--- src/rtl/cpu_decode_queue.sv ---
// cpu_decode_queue: decode buffer between fetch and issue.
// Up to IN_W fetched instructions are decoded as they enter, optionally
// stripped of zero-destination NOPs, and held in a DEPTH-entry circular
// queue. The head record is presented to issue over valid/ready.
// The head comes straight from queue storage, so no in_* signal reaches
// any out_* signal combinationally.
module cpu_decode_queue #(
  parameter int DEPTH    = 8,
  parameter int IN_W     = 2,
  parameter int SKIP_NOP = 1,
  parameter int CNT_W    = 16
) (
  input  logic                       clk,
  input  logic                       rst,
  input  logic                       flush,
  input  logic [IN_W-1:0]            in_valid,
  input  logic [32*IN_W-1:0]         in_inst,
  input  logic [32*IN_W-1:0]         in_pc,
  output logic                       in_ready,
  output logic                       out_valid,
  input  logic                       out_ready,
  output logic [31:0]                out_inst,
  output logic [31:0]                out_pc,
  output logic [4:0]                 out_rr1,
  output logic [4:0]                 out_rr2,
  output logic [4:0]                 out_rw,
  output logic [7:0]                 out_flags,
  output logic                       out_could_branch,
  output logic                       out_nop,
  output logic [$clog2(DEPTH):0]     occupancy,
  output logic [CNT_W-1:0]           nop_dropped
);

  localparam int   PTR_W = $clog2(DEPTH);
  localparam int   OCC_W = PTR_W + 1;
  localparam logic SKIP  = (SKIP_NOP != 0);

  // One decoded queue entry.
  typedef struct packed {
    logic [31:0] inst;
    logic [31:0] pc;
    logic [4:0]  rr1;
    logic [4:0]  rr2;
    logic [4:0]  rw;
    logic [7:0]  flags;   // {exc, cp0, branch, mul, shift, alu, store, load}
    logic        could_branch;
    logic        nop;
  } dq_rec_t;

  // Pure decode of one instruction word into a queue record.
  function automatic dq_rec_t decode(input logic [31:0] inst, input logic [31:0] pc);
    dq_rec_t     rec;
    logic [5:0]  op;
    logic [4:0]  rs;
    logic [4:0]  rt;
    logic [4:0]  rd;
    logic [5:0]  fn;
    logic        is_r;
    logic        load;
    logic        store;
    logic        alu_r;
    logic        alu_i;
    logic        shift;
    logic        mul;
    logic        jr;
    logic        jabs;
    logic        bcmp;
    logic        bequ;
    logic        branch;
    logic        cp0;
    logic        exc;
    logic        cb;
    logic        link;
    op     = inst[31:26];
    rs     = inst[25:21];
    rt     = inst[20:16];
    rd     = inst[15:11];
    fn     = inst[5:0];
    is_r   = (op == 6'b000000);
    load   = (op[5:3] == 3'b100);
    store  = (op[5:3] == 3'b101);
    alu_r  = is_r & (fn[5:4] == 2'b10);
    alu_i  = (op[5:3] == 3'b001);
    shift  = is_r & (fn[5:3] == 3'b000);
    mul    = is_r & (fn[5:4] == 2'b01);
    jr     = is_r & (fn[5:1] == 5'b00100);
    jabs   = (op[5:1] == 5'b00001);
    bcmp   = (op == 6'b000001);
    bequ   = (op[5:2] == 4'b0001);
    branch = jr | jabs | bcmp | bequ;
    cp0    = (op == 6'b010000);
    exc    = is_r & (fn[5:1] == 5'b00110);
    // Trapping add/sub/addi can raise overflow, so they count as redirects.
    cb     = load | store | branch | exc | cp0
           | (alu_r & ((fn == 6'b100000) | (fn == 6'b100010)))
           | (op == 6'b001000);
    // Link forms: jal, and bltzal/bgezal.
    link   = (op == 6'b000011) | (bcmp & ((rt == 5'b10000) | (rt == 5'b10001)));

    rec.inst         = inst;
    rec.pc           = pc;
    rec.rr1          = (jabs | exc) ? 5'd0 : rs;
    rec.rr2          = (load | store | alu_i | bcmp | bequ | jabs) ? 5'd0 : rt;
    if ((op == 6'b000010) | store)
      rec.rw = 5'd0;
    else if (link)
      rec.rw = 5'd31;
    else if (branch)
      rec.rw = 5'd0;
    else if (load | alu_i)
      rec.rw = rt;
    else
      rec.rw = rd;
    rec.flags        = {exc, cp0, branch, mul, shift, alu_r | alu_i, store, load};
    rec.could_branch = cb;
    rec.nop          = ~cb & ((((alu_r | shift) & (rd == 5'd0))) | (alu_i & (rt == 5'd0)));
    return rec;
  endfunction

  dq_rec_t             mem [DEPTH];
  dq_rec_t             dec [IN_W];
  logic [IN_W-1:0]     keep;
  logic [IN_W-1:0]     drop;
  logic [PTR_W-1:0]    waddr [IN_W];
  logic [OCC_W-1:0]    accept_cnt;
  logic [OCC_W-1:0]    drop_cnt;

  logic [PTR_W-1:0]    wr_ptr_reg;
  logic [PTR_W-1:0]    rd_ptr_reg;
  logic [OCC_W-1:0]    occupancy_reg;
  logic [OCC_W-1:0]    occupancy_next;
  logic [CNT_W-1:0]    nop_dropped_reg;
  logic [CNT_W:0]      drop_sum;

  logic                enq_fire;
  logic                deq_fire;
  dq_rec_t             head;

  // Per-slot decoders and keep/drop classification.
  generate
    for (genvar gi = 0; gi < IN_W; gi++) begin : g_slot
      assign dec[gi]  = decode(in_inst[32*gi +: 32], in_pc[32*gi +: 32]);
      assign keep[gi] = in_valid[gi] & ~(SKIP & dec[gi].nop);
      assign drop[gi] = in_valid[gi] &  (SKIP & dec[gi].nop);
    end
  endgenerate

  // Compact kept slots: each kept slot lands after the earlier kept ones.
  always_comb begin
    logic [OCC_W-1:0] run;
    run      = '0;
    drop_cnt = '0;
    for (int i = 0; i < IN_W; i++) begin
      waddr[i] = wr_ptr_reg + run[PTR_W-1:0];
      run      = run + OCC_W'(keep[i]);
      drop_cnt = drop_cnt + OCC_W'(drop[i]);
    end
    accept_cnt = run;
  end

  // Handshakes; flush cancels both sides for this cycle.
  assign in_ready  = ((OCC_W'(DEPTH) - occupancy_reg) >= OCC_W'(IN_W));
  assign out_valid = (occupancy_reg != '0);
  assign enq_fire  = in_ready & (|in_valid) & ~flush;
  assign deq_fire  = out_valid & out_ready & ~flush;

  // Next occupancy and saturating drop sum.
  always_comb begin
    occupancy_next = occupancy_reg;
    if (flush)
      occupancy_next = '0;
    else
      occupancy_next = occupancy_reg + (enq_fire ? accept_cnt : '0) - OCC_W'(deq_fire);
    drop_sum = {1'b0, nop_dropped_reg} + (CNT_W+1)'(drop_cnt);
  end

  // Queue storage: kept slots written at consecutive wrapped addresses.
  always_ff @(posedge clk) begin
    for (int i = 0; i < IN_W; i++) begin
      if (enq_fire && keep[i])
        mem[waddr[i]] <= dec[i];
    end
  end

  // Pointers, occupancy and the dropped-NOP counter.
  always_ff @(posedge clk) begin
    if (rst) begin
      wr_ptr_reg      <= '0;
      rd_ptr_reg      <= '0;
      occupancy_reg   <= '0;
      nop_dropped_reg <= '0;
    end else begin
      occupancy_reg <= occupancy_next;
      if (flush) begin
        wr_ptr_reg <= '0;
        rd_ptr_reg <= '0;
      end else begin
        if (enq_fire)
          wr_ptr_reg <= wr_ptr_reg + accept_cnt[PTR_W-1:0];
        if (deq_fire)
          rd_ptr_reg <= rd_ptr_reg + PTR_W'(1);
      end
      if (enq_fire)
        nop_dropped_reg <= drop_sum[CNT_W] ? {CNT_W{1'b1}} : drop_sum[CNT_W-1:0];
    end
  end

  // Head record drives issue directly from storage.
  assign head             = mem[rd_ptr_reg];
  assign out_inst         = head.inst;
  assign out_pc           = head.pc;
  assign out_rr1          = head.rr1;
  assign out_rr2          = head.rr2;
  assign out_rw           = head.rw;
  assign out_flags        = head.flags;
  assign out_could_branch = head.could_branch;
  assign out_nop          = head.nop;
  assign occupancy        = occupancy_reg;
  assign nop_dropped      = nop_dropped_reg;

endmodule

--- config.mk ---
export PLATFORM = sky130hd
export DESIGN_NAME = cpu_decode_queue
export DESIGN_NICKNAME = d
export VERILOG_FILES = /design/src/rtl/cpu_decode_queue.sv
export SDC_FILE = /design/constraint.sdc
export NUM_CORES = 1
export LEC_CHECK = 0
export ABC_AREA = 1
export BUFFER_PORTS_ARGS = -buffer_cell sky130_fd_sc_hd__buf_2
export CAP_MARGIN = 5
export CELL_PAD_IN_SITES_DETAIL_PLACEMENT = 1
export CELL_PAD_IN_SITES_GLOBAL_PLACEMENT = 2
export CORE_MARGIN = 5
export CORE_UTILIZATION = 40
export CTS_BUF_LIST = sky130_fd_sc_hd__clkbuf_8 sky130_fd_sc_hd__clkbuf_16
export DETAILED_ROUTE_END_ITERATION = 10
export PLACE_DENSITY_LB_ADDON = 0.1
export SLEW_MARGIN = 20
export SYNTH_ARGS = -nofsm -noshare
export SYNTH_HDL_FRONTEND = slang
export SYNTH_SLANG_ARGS = --single-unit
--- constraint.sdc ---
create_clock -name clk -period 18.25 [get_ports clk]
set_input_delay 3.65 -clock clk [delete_from_list [all_inputs] [get_ports clk]]
set_output_delay 3.65 -clock clk [all_outputs]
set_load 0.005 [all_outputs]
==> results_dict.tcl <==
set metrics [dict create \
    rows 115 \
    crit_family "simple AND/OR/NAND/NOR gates" \
    fill_cells 11700 \
    placed_area_sq_um 41000 \
    pin_count 245 \
    die-height_um 324 \
    drv_slew 0 \
    postRouteAntennaNets 0 \
    die_x_um 324 \
    peakVddDrop_mv 0.0732 \
    endpoint "mem[6][58]" \
    cts_buffer_depth 3 \
    final_common_cell "nand2_1" \
    clkLatencyLatePin_ns 0.67 \
    synth_edf_count 712 \
    yosysSeqAreaShare 0.559 \
    crit_required_ns 18.53 \
    yosys.cell_types.count 34 \
    nNetsFinal 5060 \
    synth_seq_cells 741 \
    synthesis.area_sq_um 39300 \
    root_buffer "clkbuf_16" \
    path_max_fanout 49 \
    syn_inst 4937 \
    reg2reg_to "mem[6][58]" \
    num_vias 35400 \
    most-common-layout-cells "nand2_1, edfxtp_1, nor2_1" \
    start_util 0.401 \
    gp_congestion 0.841 \
    reg2reg_setup_slack_ns 13.92 \
    antenna_found_initial 12 \
    hpwl_um 88500 \
    place_ws_ns 8.44 \
    multi_input_area_sq_um 15300 \
    async_reset_ff_frac 0 \
    worstSetupPathType "in -> reg" \
    wl_per_cell_um 25.6 \
    skew_ns 0.0255 \
    fmax_ghz 0.108 \
    min_path_cells 1 \
    htreeDepth 3 \
    cts_setup_buffers 0 \
    critPathSlowestCell "nand2_4" \
    worst_r2r_path_depth 12 \
    min_period_ns 9.27 \
    yosysWarnings 0 \
    clock-sinks 741 \
    avgSynthCellArea_sq_um 7.96 \
    hold_class "reg -> reg" \
    port_buffers 244 \
    powerDensity_nw_per_um2 95.9 \
    core_sq_um 98000 \
    critical_path_buf_inv_count 6 \
    drive_above_1_share 0.0884 \
    seq_area_sq_um 22000 \
    synthToLayoutAreaGrowth_pct 11.0 \
    rsz0062_at_grt "false" \
    layout.cells.non_filler 6268 \
    crit_path_end_kind "flop" \
    cp_slowest_stage_delay_ns 0.80 \
    dpl.cell_count 6104 \
    path_cells "buf_2 -> nor2_1 -> nand3_1 -> nor3_2 -> inv_1 -> nand2_1 -> nor2_1 -> nand2_1 -> clkinv_1 -> nor2_1 -> ha_1 -> ha_1 -> xnor2_1 -> nor2_1 -> nand2_1 -> inv_1 -> nand4_1 -> buf_4 -> nand2_4 -> buf_4" \
    finalInstanceArea_sq_um 43700 \
    reg2reg_from "occupancy[0]" \
    routed_wl_um 160000 \
    drc_errors 0 \
    min_period_over_period 0.508 \
    cts_buffers 89 \
    hold_violations 0 \
    fin_ws_ns 8.98 \
    clk_pin_slew_ns 0.06 \
    maxCapViolCount 0 \
    crit_start "in_inst[29]" \
    critPathArrivalTime_ns 9.55 \
    syn-num-nets 5088 \
    p_total_mw 4.19 \
    synth_ff_type "edfxtp_1" \
    grt_pass1_wl_um 234000 \
    slew_headroom 0.227 \
    fin_setup_tns_ns 0 \
    min-delay-start "rd_ptr_reg[2]" \
    startpoint_type "input pin" \
    cp.depth 20 \
    grt_util_all_layers 0.299 \
    final_util 0.446 \
    first_iter_violations 3253 \
    die_area_sq_um 105000 \
    vias_per_cell 5.64 \
    outcome "complete, no violations" \
    drtPass1Iterations 5 \
    cts_resized 0 \
    grt_max_degree 138 \
    cpMostUsedCell "nor2_1" \
    cts_tree "built" \
    largest_reg_flops 712 \
    cts_hold_buf 0 \
    whs_ns 0.449 \
    worst_slew_pin_slew_ns 1.16 \
    grt_overflow 0 \
    grt_pass1_vias 35900 \
    setup_viol 0 \
    p_leak_nw 18.5 \
]
[final cells by class]
cell class / instances / share of cell area
sequential: 741 / 0.503
timing repair buffer: 302 / 0.0384
clock inverter: 70 / 0.00857
multi-input combinational: 3667 / 0.351
clock buffer: 91 / 0.0522
antenna: 2 / 0.000115
inverter: 108 / 0.00969
tap: 1287 / 0.0369
[cell usage after synthesis, types with 10 or more instances]
library cell / number / area, sq um
o22ai_1: 90 / 563
clkbuf_2: 20 / 100
a31oi_1: 90 / 563
inv_1: 103 / 387
buf_2: 50 / 250
ha_1: 14 / 175
buf_4: 12 / 90.1
nand3_1: 30 / 150
a21oi_1: 36 / 180
o21ai_0: 387 / 1940
nor2_1: 699 / 2620
nor3_1: 22 / 110
buf_1: 82 / 308
clkbuf_1: 257 / 965
dfxtp_1: 29 / 581
nand4_1: 29 / 181
nand2_1: 2228 / 8360
edfxtp_1: 712 / 21400
xor2_1: 10 / 87.6
[worst register-to-register path: cells and delay by family, from the launching register on]
family | cells | cell delay [ns]
DFF | 1 | 0.36
adders and majority gates | 1 | 0.24
buffers and inverters | 4 | 1.84
and+or+nand+nor | 7 | 1.47
[kinds of logic after synthesis]
group | after synthesis | share of synthesized area
and+or+nand+nor | 3024 | 0.294
DFF | 741 | 0.559
AOI/OAI and AO/OA | 610 | 0.0838
buffers and inverters | 529 | 0.0539
adders and majority gates | 17 | 0.00598
xor gates and xnor gates | 16 | 0.00356
[routing by layer]
metal	wire, um	global-route usage	share of wire
met1	70200	0.411	0.44
met2	74100	0.490	0.46
met3	11300	0.0487	0.070
met5	49	0	0.00031
met4	4580	0.0888	0.029
[power by group]
part	total [mW]	switching, mW	internal [mW]
clock network	1.67	0.737	0.938
registers	1.95	0.0149	1.93
logic	0.566	0.411	0.155
[worst min-delay path by stage]
stage / end / slack [ns]
final: flop / 0.45
after global routing: rd_ptr_reg[2] / 0.49
after CTS: rd_ptr_reg[2] / 0.45
after detailed placement: flop / 0.43
after global placement: rd_ptr_reg[2] / 0.43
after floorplan: flop / 0.41
No activity file was read; power rests on OpenSTA's default activity.
